## src/rtl/ram_bist_if.sv

```systemverilog
// rtl/ram_bist_if.sv - word-addressed stb/we/addr/ack RAM port bundle
// Purpose: groups the request/response signals of the RAM port.
// Ports (signals):
//   stb    request strobe (master -> slave)
//   we     1 = write, 0 = read (master -> slave)
//   addr   22-bit word address (master -> slave)
//   wdata  32-bit write data (master -> slave)
//   rdata  32-bit read data (slave -> master)
//   ack    transfer completion (slave -> master)
interface ram_bist_if;
   logic        stb;
   logic        we;
   logic [21:0] addr;
   logic [31:0] wdata;
   logic [31:0] rdata;
   logic        ack;

   modport master (output stb, output we, output addr, output wdata,
                   input rdata, input ack);
   modport slave  (input stb, input we, input addr, input wdata,
                   output rdata, output ack);
endinterface

```

## src/rtl/ram_bist.sv

```systemverilog
// rtl/ram_bist.sv - RAM self-test engine: pattern write, read-back compare
// Purpose: on start, writes PAT_INIT + i*PAT_INC to words BASE..BASE+LEN-1,
//   reads them back, and reports pass/fail, mismatch count, first mismatch
//   and ack timeout.
// Ports:
//   clk, rst          clock; synchronous active-high reset
//   start             begin a test when idle or done
//   busy              test in progress
//   done              test finished, held until next start
//   pass              done with no mismatch and no timeout
//   timeout           a transfer waited TIMEOUT cycles without ack
//   err_cnt           mismatching words, saturating
//   err_addr/exp/got  first mismatch details (0 if none)
//   bus               RAM port, master side
module ram_bist #(
   parameter logic [21:0] BASE     = 22'h001000,
   parameter int unsigned LEN      = 16,
   parameter logic [31:0] PAT_INIT = 32'h44444444,
   parameter logic [31:0] PAT_INC  = 32'h11111111,
   parameter int unsigned TIMEOUT  = 1024
) (
   input  logic        clk,
   input  logic        rst,
   input  logic        start,
   output logic        busy,
   output logic        done,
   output logic        pass,
   output logic        timeout,
   output logic [15:0] err_cnt,
   output logic [21:0] err_addr,
   output logic [31:0] err_exp,
   output logic [31:0] err_got,
   ram_bist_if.master  bus
);

   localparam int unsigned TW         = $clog2(TIMEOUT + 1);
   localparam logic [TW-1:0] TIMER_LAST = TW'(TIMEOUT - 1);
   localparam logic [22:0]   IDX_LAST   = 23'(LEN - 1);

   typedef enum logic [2:0] {
      S_IDLE, S_WR_REQ, S_WR_GAP, S_RD_REQ, S_RD_GAP, S_DONE
   } state_t;

   state_t        state, state_n;
   logic [22:0]   idx;
   logic [21:0]   addr_q;
   logic [31:0]   data_q;   // running sum replaces i*PAT_INC
   logic [TW-1:0] timer;
   logic          idx_last;
   logic          req_expired;

   assign idx_last    = (idx == IDX_LAST);
   assign req_expired = (timer == TIMER_LAST);

   always_ff @(posedge clk) begin
      if (rst) state <= S_IDLE;
      else     state <= state_n;
   end

   always_comb begin
      state_n = state;
      busy    = 1'b0;
      bus.stb = 1'b0;
      bus.we  = 1'b0;
      case (state)
         S_IDLE, S_DONE: begin
            if (start) state_n = S_WR_REQ;
         end
         S_WR_REQ: begin
            busy    = 1'b1;
            bus.stb = 1'b1;
            bus.we  = 1'b1;
            if (bus.ack)          state_n = S_WR_GAP;
            else if (req_expired) state_n = S_DONE;
         end
         S_WR_GAP: begin
            busy    = 1'b1;
            state_n = idx_last ? S_RD_REQ : S_WR_REQ;
         end
         S_RD_REQ: begin
            busy    = 1'b1;
            bus.stb = 1'b1;
            if (bus.ack)          state_n = S_RD_GAP;
            else if (req_expired) state_n = S_DONE;
         end
         S_RD_GAP: begin
            busy    = 1'b1;
            state_n = idx_last ? S_DONE : S_RD_REQ;
         end
         default: state_n = S_IDLE;
      endcase
   end

   assign bus.addr  = addr_q;
   assign bus.wdata = data_q;

   always_ff @(posedge clk) begin
      if (rst) begin
         idx      <= '0;
         addr_q   <= '0;
         data_q   <= '0;
         timer    <= '0;
         done     <= 1'b0;
         pass     <= 1'b0;
         timeout  <= 1'b0;
         err_cnt  <= '0;
         err_addr <= '0;
         err_exp  <= '0;
         err_got  <= '0;
      end else begin
         case (state)
            S_IDLE, S_DONE: begin
               if (start) begin
                  idx      <= '0;
                  addr_q   <= BASE;
                  data_q   <= PAT_INIT;
                  timer    <= '0;
                  done     <= 1'b0;
                  pass     <= 1'b0;
                  timeout  <= 1'b0;
                  err_cnt  <= '0;
                  err_addr <= '0;
                  err_exp  <= '0;
                  err_got  <= '0;
               end
            end
            S_WR_REQ, S_RD_REQ: begin
               if (bus.ack) begin
                  if (state == S_RD_REQ && bus.rdata != data_q) begin
                     if (err_cnt != 16'hFFFF) err_cnt <= err_cnt + 16'd1;
                     // err_cnt never returns to zero mid-test, so zero marks the first miss
                     if (err_cnt == 16'd0) begin
                        err_addr <= addr_q;
                        err_exp  <= data_q;
                        err_got  <= bus.rdata;
                     end
                  end
               end else if (req_expired) begin
                  done    <= 1'b1;
                  timeout <= 1'b1;
                  pass    <= 1'b0;
               end else begin
                  timer <= timer + 1'b1;
               end
            end
            S_WR_GAP, S_RD_GAP: begin
               timer <= '0;
               if (idx_last) begin
                  idx    <= '0;
                  addr_q <= BASE;
                  data_q <= PAT_INIT;
                  if (state == S_RD_GAP) begin
                     done <= 1'b1;
                     pass <= (err_cnt == 16'd0);
                  end
               end else begin
                  idx    <= idx + 23'd1;
                  addr_q <= addr_q + 22'd1;   // wraps past 3FFFFF naturally
                  data_q <= data_q + PAT_INC;
               end
            end
            default: ;
         endcase
      end
   end

endmodule

```

## src/flat_wrapper.sv

```systemverilog
// flat-port wrapper written by rule: the top's interface ports become plain ports
module ram_bist_flat 
#(
   parameter logic [21:0] BASE     = 22'h001000,
   parameter int unsigned LEN      = 16,
   parameter logic [31:0] PAT_INIT = 32'h44444444,
   parameter logic [31:0] PAT_INC  = 32'h11111111,
   parameter int unsigned TIMEOUT  = 1024
)
  (clk, rst, start, busy, done, pass, timeout, err_cnt, err_addr, err_exp, err_got, bus_stb, bus_we, bus_addr, bus_wdata, bus_rdata, bus_ack);
  ram_bist_if bus_i ();
  input  logic clk;
  input  logic rst;
  input  logic start;
  output logic busy;
  output logic done;
  output logic pass;
  output logic timeout;
  output logic [15:0] err_cnt;
  output logic [21:0] err_addr;
  output logic [31:0] err_exp;
  output logic [31:0] err_got;
  output wire logic [$bits(bus_i.stb)-1:0] bus_stb;
  output wire logic [$bits(bus_i.we)-1:0] bus_we;
  output wire logic [$bits(bus_i.addr)-1:0] bus_addr;
  output wire logic [$bits(bus_i.wdata)-1:0] bus_wdata;
  input wire logic [$bits(bus_i.rdata)-1:0] bus_rdata;
  input wire logic [$bits(bus_i.ack)-1:0] bus_ack;
  assign bus_stb = bus_i.stb;
  assign bus_we = bus_i.we;
  assign bus_addr = bus_i.addr;
  assign bus_wdata = bus_i.wdata;
  assign bus_i.rdata = bus_rdata;
  assign bus_i.ack = bus_ack;
  ram_bist #(.BASE(BASE), .LEN(LEN), .PAT_INIT(PAT_INIT), .PAT_INC(PAT_INC), .TIMEOUT(TIMEOUT)) u_core (.clk(clk), .rst(rst), .start(start), .busy(busy), .done(done), .pass(pass), .timeout(timeout), .err_cnt(err_cnt), .err_addr(err_addr), .err_exp(err_exp), .err_got(err_got), .bus(bus_i));
endmodule
```

## config.mk

```make
export PLATFORM = sky130hd
export DESIGN_NAME = ram_bist_flat
export DESIGN_NICKNAME = d
export VERILOG_FILES = /design/src/rtl/ram_bist_if.sv /design/src/rtl/ram_bist.sv /design/src/flat_wrapper.sv
export SDC_FILE = /design/constraint.sdc
export NUM_CORES = 1
export LEC_CHECK = 0
export ABC_AREA = 1
export CAP_MARGIN = 20
export CORE_MARGIN = 1.5
export CORE_UTILIZATION = 43
export CTS_BUF_LIST = sky130_fd_sc_hd__clkbuf_8 sky130_fd_sc_hd__clkbuf_16
export DETAILED_ROUTE_END_ITERATION = 7
export PLACE_DENSITY = 0.67
export SLEW_MARGIN = 10
export SYNTH_ARGS = -nofsm -noshare
export SYNTH_HDL_FRONTEND = slang
export SYNTH_SLANG_ARGS = --single-unit
```

## constraint.sdc

```tcl
create_clock -name clk -period 2.52 [get_ports clk]
set_input_delay 0.252 -clock clk [delete_from_list [all_inputs] [get_ports clk]]
set_output_delay 0.252 -clock clk [all_outputs]
set_load 0.005 [all_outputs]
```

==> run_results.csv <==
group,metric,value,unit
yosys,yosysTopAreaCell,"dfxtp_1",
clock_tree,numCtsBuffers,17,
worst_hold_path,min_to,"u_core.timer[10]$_SDFFE_PP0P_",
sta,finalSetupTns,0,ps
yosys,synthTopCellsByCount,"nand2_1 (573), inv_1 (295), nor2_1 (247), dfxtp_1 (196), nand4_1 (121)",
sta,final.setup.worst_slack,136.6,ps
worst_setup_path,arrival,2130,ps
placement,portBuffers,197,
global_routing,grt_max_degree,109,
floorplan,initial_utilization,43.83,%
final_layout,drive_gt1_share,6.619,%
placement,gp_congestion,0.9611,
route,viasPerCell,5.017,
route,wl,35240,µm
final_layout,nNetsFinal,2129,
route,first_pass_iters,6,
final_layout,fin_util,55.86,%
clock_tree,hold_buffers,0,
placement,hpwl,25670,µm
final_layout,fillers,2599,
sta,slew_viol_final,0,
clock_tree,cts_tree,"yes",
clock_tree,clock-root-buffer,"clkbuf_16",
yosys,syn_avg_cell_area,5.952,µm²
final_layout,area_growth,27.44,%
worst_setup_path,crit_type,"reg2out",
yosys,ys.flop_type,"dfxtp_1",
clock_tree,path_clk_slew,80,ps
yosys,netlist_top_cells_area,"dfxtp_1 (34%), nand2_1 (19%), inv_1 (9.7%)",
yosys,async_flop_share,0,%
clock_tree,cts_buffer_depth,2,
sta,worst_slew_pin_slew,614.3,ps
sta,slew_headroom,58.73,%
route,met3WireLength,2042,µm
route,highest_layer,"met4",
worst_setup_path,crit_fanout,9,
worst_setup_path,crit_required,2270,ps
yosys,synth_top_cell_area_share,34.36,%
placement,pre_cts_slack,178.4,ps
worst_setup_path,start_kind,"flop",
worst_hold_path,min_from,"u_core.timer[10]$_SDFFE_PP0P_",
yosys,synth.most_common_cell,"nand2_1",
flow_run,maxCapViolCount,0,
yosys,netlist_area,0.01142,mm²
route,wl_met1,15110,µm
global_routing,grt_pass1_wl,57710,µm
worst_hold_path,min_path_cells,2,
route,detail_route.drc_violations,0,
power_and_ir_drop,total_leakage_power,6.406,nW
clock_tree,clkLatencyLatePin,440,ps
outcome,status,"finished, final reports clean",
floorplan,coreArea,0.02606,mm²
route,drt_iter0_markers,1121,
yosys,ys_seq_area_share,34.36,%
sta,fmax,419.6,MHz
global_routing,track_usage,25.45,%
sta,setup_viol,0,
floorplan,die_h,166.0,µm
worst_hold_path,worst_hold_path_type,"reg2reg",
floorplan,die_x,166.0,µm
placement,dp_cells,2403,
route,post_drt_wl_per_cell,14.47,µm
worst_setup_path,r2r_setup_slack,290,ps
yosys,synthCells,1919,
global_routing,grt_pass1_vias,11220,
sta,fin_crit_sh,94.58,%
final_layout,stdcell_count,2435,
worst_setup_path,reg2reg_depth,10,
global_routing,gr-total-overflow,0,
sta,clock_skew,13.41,ps
sta,rsz0062_at_grt,"false",
sta,fin_crit,2383,ps
route,wl_met2,17090,µm
yosys,ys_warn_count,0,
clock_tree,post_cts_resized,0,
floorplan,std_cell_rows,59,
floorplan,die_area,0.02755,mm²
final_layout,n_antenna_cell,0,
yosys,synth-edff-count,0,
power_and_ir_drop,peakVddDrop,0.4272,mV
worst_setup_path,r2r_end,"u_core.bus.addr[10]$_SDFFE_PP0P_",
yosys,synth.ff_latch_count,196,
worst_setup_path,crit_path_end_kind,"primary output",
yosys,synth_cell_types,39,
route,antenna_left,0,
clock_tree,clock_sinks,196,
power_and_ir_drop,power_density,694.9,mW/mm²
global_routing,antenna_found_initial,0,
worst_setup_path,r2r-start,"u_core.state[2]$_SDFFE_PP0N_",
clock_tree,htree_levels,4,
route,via_count,12220,
yosys,synth_nets,1961,
sta,hold_viol,0,
clock_tree,cts_setup_buffers,0,
floorplan,pin_count,198,
==> area by class of cell <==
| type | count | area [µm²] | share of cell area, % |
|---|---|---|---|
| Sequential cell | 196 | 3925 | 26.97 |
| Clock buffer | 19 | 452.9 | 3.112 |
| Inverter | 338 | 1270 | 8.725 |
| Tap cell | 335 | 419.2 | 2.880 |
| Timing Repair Buffer | 241 | 2440 | 16.76 |
| Clock inverter | 13 | 161.4 | 1.109 |
| Multi-Input combinational cell | 1293 | 5887 | 40.45 |
==> cell usage in the layout (no fill, tap or decap), types with 4 or more instances in the layout <==
cell,count
buf_12,11
a21oi_1,64
clkbuf_16,17
nand4_1,121
nand2_2,5
buf_4,33
xor2_1,11
or2_2,4
nor3b_1,6
nand3_1,84
inv_2,42
o211ai_1,4
clkdlybuf4s50_1,197
ha_1,6
nor3_1,69
inv_1,295
xnor2_1,6
nand2_1,571
inv_6,4
nor2_1,246
nor4_1,11
o21ai_0,43
a31oi_1,13
nand3b_1,4
dfxtp_1,195
==> how the worst max path moves through the flow <==
stage,startpoint,end,slack (ps),cells past startpoint
final,u_core.state[2]$_SDFFE_PP0N_,busy,140,5
after detailed placement,bus_rdata[13],u_core.err_exp[11]$_SDFFE_PP0P_,180,12
after global routing,u_core.state[2]$_SDFFE_PP0N_,busy,30,5
after floorplan,u_core.idx[0]$_SDFFE_PP0P_,u_core.bus.addr[20]$_SDFFE_PP0P_,530,11
after CTS,u_core.state[1]$_SDFFE_PP0N_,busy,150,6
after global placement,bus_rdata[13],u_core.err_exp[21]$_SDFFE_PP0P_,200,13
==> layer usage <==
metal / vias up / GRT usage, %
met2: 378 / 44.13
met3: 63 / 3.622
met4: 0 / 9.362
met1: 5447 / 32.01
li1: 6328 / -
met5: - / 0
==> registers in the layout (all words and copies together), names as in the netlist <==
register / cells
u_core.err_got: 32
u_core.err_addr: 22
u_core.idx: 23
u_core.err_cnt: 16
u_core.timeout: 1
u_core.pass: 1
u_core.bus.wdata: 32
u_core.err_exp: 32
u_core.done: 1
u_core.timer: 11
u_core.bus.addr: 22
u_core.state: 3
==> critical path: stages, from the launching register on <==
cell and delay [ps]:
dfxtp_1 470, nand3_1 190, nand2_2 240, inv_1 160, nand2_1 120, clkdlybuf4s50_1 510
==> where the power goes <==
part           internal, W  switching (W)
Clock              0.00156        0.00133
Sequential         0.00348       0.000332
Combinational      0.00153        0.00189
==> per-stage QoR <==
step / hold slack (ps) / power (W) / instance area, µm²
2_1_floorplan: 422.3 / 0.005744 / 11420
3_3_place_gp: 433.1 / 0.007246 / 13930
3_5_place_dp: 435.6 / 0.007281 / 13930
4_1_cts: 447.6 / 0.01017 / 14540
5_1_grt: 465.4 / 0.01076 / 14560
6_report: 452.0 / 0.01012 / 14560
==> cell families (layout without fill, tap and decap cells) <==
| group | after synthesis | after routing | share of synthesized area [%] |
|---|---|---|---|
| AOI/OAI and AO/OA | 135 | 135 | 6.431 |
| and+or+nand+nor | 1135 | 1135 | 42.76 |
| adders and majority gates | 6 | 6 | 0.6573 |
| buffers and inverters | 430 | 611 | 14.49 |
| DFF | 196 | 196 | 34.36 |
| xor gates and xnor gates | 17 | 17 | 1.304 |
(Power assumes the default switching activity.)
